File: config.mk
export PLATFORM = sky130hd
export DESIGN_NAME = finished_signal
export DESIGN_NICKNAME = d
export VERILOG_FILES = /design/src/rtl/asip_read_pkg.sv /design/src/rtl/rd_counter.sv /design/src/rtl/finished_signal.sv
export SDC_FILE = /design/constraint.sdc
export NUM_CORES = 1
export LEC_CHECK = 0
export CAP_MARGIN = 20
export CELL_PAD_IN_SITES_DETAIL_PLACEMENT = 1
export CELL_PAD_IN_SITES_GLOBAL_PLACEMENT = 1
export CORE_MARGIN = 2
export CORE_UTILIZATION = 28
export CTS_CLUSTER_SIZE = 14
export DETAILED_ROUTE_END_ITERATION = 12
export PLACE_DENSITY_LB_ADDON = 0.1
export SKIP_CTS_REPAIR_TIMING = 1
export SYNTH_ARGS = -nofsm -noshare
export SYNTH_HDL_FRONTEND = slang
export SYNTH_SLANG_ARGS = --single-unit
File: constraint.sdc
create_clock -name clk -period 1.6 [get_ports clk]
set_clock_uncertainty 0.15 [all_clocks]
set_input_delay 0.32 -clock clk [delete_from_list [all_inputs] [get_ports clk]]
set_output_delay 0.32 -clock clk [all_outputs]
set_load 0.01 [all_outputs]
File: src/rtl/asip_read_pkg.sv
// asip_read_pkg: shared constants for the ASIP memory read path
package asip_read_pkg;
  localparam logic OP_SCALAR    = 1'b0;
  localparam logic OP_VECTOR    = 1'b1;
  localparam int   SCALAR_COUNT = 1;
  localparam int   VECTOR_ITEMS = 20;
endpackage

File: src/rtl/rd_counter.sv
// rd_counter: A-bit read offset up-counter with enable and async clear
module rd_counter #(
  parameter int A = 6
) (
  input  logic         clk,
  input  logic         rst,
  input  logic         en,
  output logic [A-1:0] counter
);
  logic [A-1:0] r_count;
  // advance one element per cycle while enabled, wrapping naturally at 2^A
  always_ff @(posedge clk or posedge rst)
    if (rst) r_count <= '0;
    else if (en) r_count <= r_count + 1'b1;
  assign counter = r_count;
endmodule

File: src/rtl/finished_signal.sv
// finished_signal: read sequencing, sticky done flag once target offset reached
module finished_signal
  import asip_read_pkg::*;
#(
  parameter int A = 6
) (
  input  logic         clk,
  input  logic         rst,
  input  logic         op_type,
  input  logic [A-1:0] vector_max,
  output logic [A-1:0] counter,
  output logic         finished
);
  logic [A-1:0] w_target;
  logic [A-1:0] w_counter;
  logic         r_finished;
  assign w_target = (op_type == OP_VECTOR) ? vector_max : A'(SCALAR_COUNT);
  rd_counter #(.A(A)) u_rd_counter (
    .clk    (clk),
    .rst    (rst),
    .en     (~r_finished),
    .counter(w_counter)
  );
  // latch completion once the pre-edge offset meets the live target
  always_ff @(posedge clk or posedge rst)
    if (rst) r_finished <= 1'b0;
    else r_finished <= r_finished | (w_counter >= w_target);
  assign counter  = w_counter;
  assign finished = r_finished;
endmodule

==> metrics.csv, run 1 <==
metric,value,unit
detail-routed net length per standard cell,13.3,um
min-delay worst type,in2async,
row count,14,
antenna diode count,0,
P per Cell Area,1520,nW/um^2
TritonRoute pass-1 iters,3,
die area,1920,um^2
Register-to-Register Setup Slack,0,ns
total gr overflow,0,
RSZ-0062 raised after global routing,yes,
Root Buffer,clkbuf_4,
CP Launch Type,primary input,
Initial DRC Count,1,
Layout fillers,173,
Worst Path Required,1.59,ns
largest area contributor in the netlist,dfrtp_1,
vias,395,
gr usage total,0.138,
pin count of the biggest net entering global routing,8,
Port Buffer Count,15,
vias in the first global route,401,
Fin Hold WS,0.149,ns
Post-Layout Cell Count,81,
Reg2Reg Depth,4,
Mapped Cells,41,
setup TNS,-0.0999,ns
ys async rst share,1.00,
"top cells by count, synth","dfrtp_1 (7), ha_1 (7), nand2_1 (6), xnor2_1 (4)",
final worst setup slack,-0.0999,ns
Cell Count Post-Placement,75,
Core ar.,1490,um^2
largest stage delay on the critical path,0.48,ns
"Min Clock Period, post-route",1.70,ns
initial antenna violation count,0,
CP endpoint kind,flop,
vias per cell,4.88,
synthesized area per cell,10.8,um^2
Final Util,0.469,
endpoints failing hold,0,
CP max FO,1,
reg2reg start,u_rd_counter.counter[5]$_DFFE_PP0N_,
mapped cell area,443,um^2
Pleak,0.379,nW
MaxCap Viol Count,0,
post-DP HPWL,851,um
Max-slew headroom,0.826,
area share of the largest cell type after synthesis,0.395,
Starting Density,0.297,
DRT Wirelength,1080,um
post-route ant nets,0,
Critical Setup Path Class,in2reg,
Clock transition at path regs,0.05,ns
Area Growth Syn to Fin,57.6,%
Tightest Pin Transition,0.261,ns
chip width,43.8,um
# H-tree levels,1,
Fmax,588,MHz
warnings from Yosys,0,
die height,43.8,um
crit path DAT,1.69,ns
clk sinks,7,
routability cong.,0.726,
Peak VDD IR,0.787,mV
TritonCTS clock tree,built,
layout cells sized above 1,0.215,
I/O pins,16,
first-pass GRT wire length,1820,um
layout net count,82,
slowest CP cell,or4_1,
number of synthesized register bits,7,
outcome,"complete, but fails checks",
CP cell instances,"clkdlybuf4s50_1, nand2_1, ha_1, or4_1, o311a_1",
DRC,0,
Netlist cell types,17,
Post-synth EDFFs,0,
"top cells by area, synth","dfrtp_1 (40%), ha_1 (20%), xnor2_1 (7.9%)",
worst-skew pair later-pin latency,0.25,ns
final worst-path cycle share,1.06,
final setup vio count,1,
syn nets,57,
reg2reg end,finished$_DFF_PP0_,
"Seq/Total Area, Yosys",0.395,
failing checks,negative setup slack,
Clock Tree Buf Depth,2,
total CTS buffers,3,
Max Slew Vio Count,0,
ys flop type,dfrtp_1,
-- kinds of logic after synthesis --
kind of cell | count (synthesis) | synth area share
AO/OA/AOI/OAI | 4 | 0.0678
XOR/XNOR | 5 | 0.0989
adder cells (fa/ha/maj) | 7 | 0.198
buffers and inverters | 3 | 0.0424
flip-flops | 7 | 0.395
multiplexers | 1 | 0.0254
AND/OR/NAND/NOR | 14 | 0.172
-- metal layers --
metal / GRT usage / vias up / wire (um)
met5: 0 / - / 0
met4: 0.0727 / 0 / 26
met3: 0.0625 / 4 / 82
met2: 0.206 / 14 / 518
met1: 0.164 / 183 / 453
li1: - / 194 / -
-- cell usage in the layout, fill, tap and decap left out, types with 2 or more instances in the layout --
| cell | n |
|---|---|
| dlymetal6s2s_1 | 8 |
| ha_1 | 7 |
| clkdlybuf4s50_1 | 7 |
| nand2_1 | 6 |
| buf_4 | 6 |
| xnor2_1 | 4 |
| dfrtp_2 | 4 |
| clkbuf_4 | 3 |
| dfrtp_1 | 3 |
| nand2b_1 | 2 |
| nand4b_1 | 2 |
| inv_1 | 2 |
| o211ai_1 | 2 |
-- layout make-up --
cell class                 instances  area (um^2)  share of cell area
sequential                         7          180               0.258
timing repair buffer              21          215               0.308
multi-input combinational         31          249               0.357
clock buffer                       4         26.3              0.0376
inverter                           2         7.51              0.0108
tap                               16         20.0              0.0287
-- metrics by stage --
step | setup slack, ns | total power (W) | instance area, um^2
after floorplan | 0.0104 | 0.000638 | 443
after global placement | -0.404 | 0.000863 | 632
after detailed placement | -0.466 | 0.000908 | 632
after CTS | -0.201 | 0.00108 | 658
after global routing | -0.162 | 0.00117 | 698
final | -0.0999 | 0.00106 | 698
-- state kept, by name, summed over array words and instances, names as in the netlist --
| register | count |
|---|---|
| finished | 1 |
| u_rd_counter.counter | 6 |
-- report_power, final --
group          switching, W  total [W]  internal (W)
clock network     0.0000618   0.000157     0.0000949
logic              0.000215   0.000534      0.000319
registers          0.000101   0.000368      0.000266
total              0.000378    0.00106      0.000680
-- critical path, delay by kind of cell --
family,cells,cell delay (ns)
AND/OR/NAND/NOR,2,0.53
buffers and inverters,1,0.45
adder cells (fa/ha/maj),1,0.26
AO/OA/AOI/OAI,1,0.12
-- worst max path at each step --
stage / start / end / slack, ns / cells past startpoint
after floorplan: u_rd_counter.counter[4]$_DFFE_PP0N_ / finished$_DFF_PP0_ / 0.01 / 3
after global placement: op_type / finished$_DFF_PP0_ / -0.40 / 5
after detailed placement: op_type / finished$_DFF_PP0_ / -0.47 / 5
after CTS: op_type / finished$_DFF_PP0_ / -0.20 / 5
after global routing: vector_max[4] / finished$_DFF_PP0_ / -0.16 / 5
final: vector_max[4] / finished$_DFF_PP0_ / -0.1 / 5
No activity file was read; power rests on OpenSTA's default activity.
==> run 2, diff against run 1 <==
- ABC_CLOCK_PERIOD_IN_PS: not set -> 1600
==> results of run 2 <==
The final DEF is identical to that of run 1; final timing and power are the same.
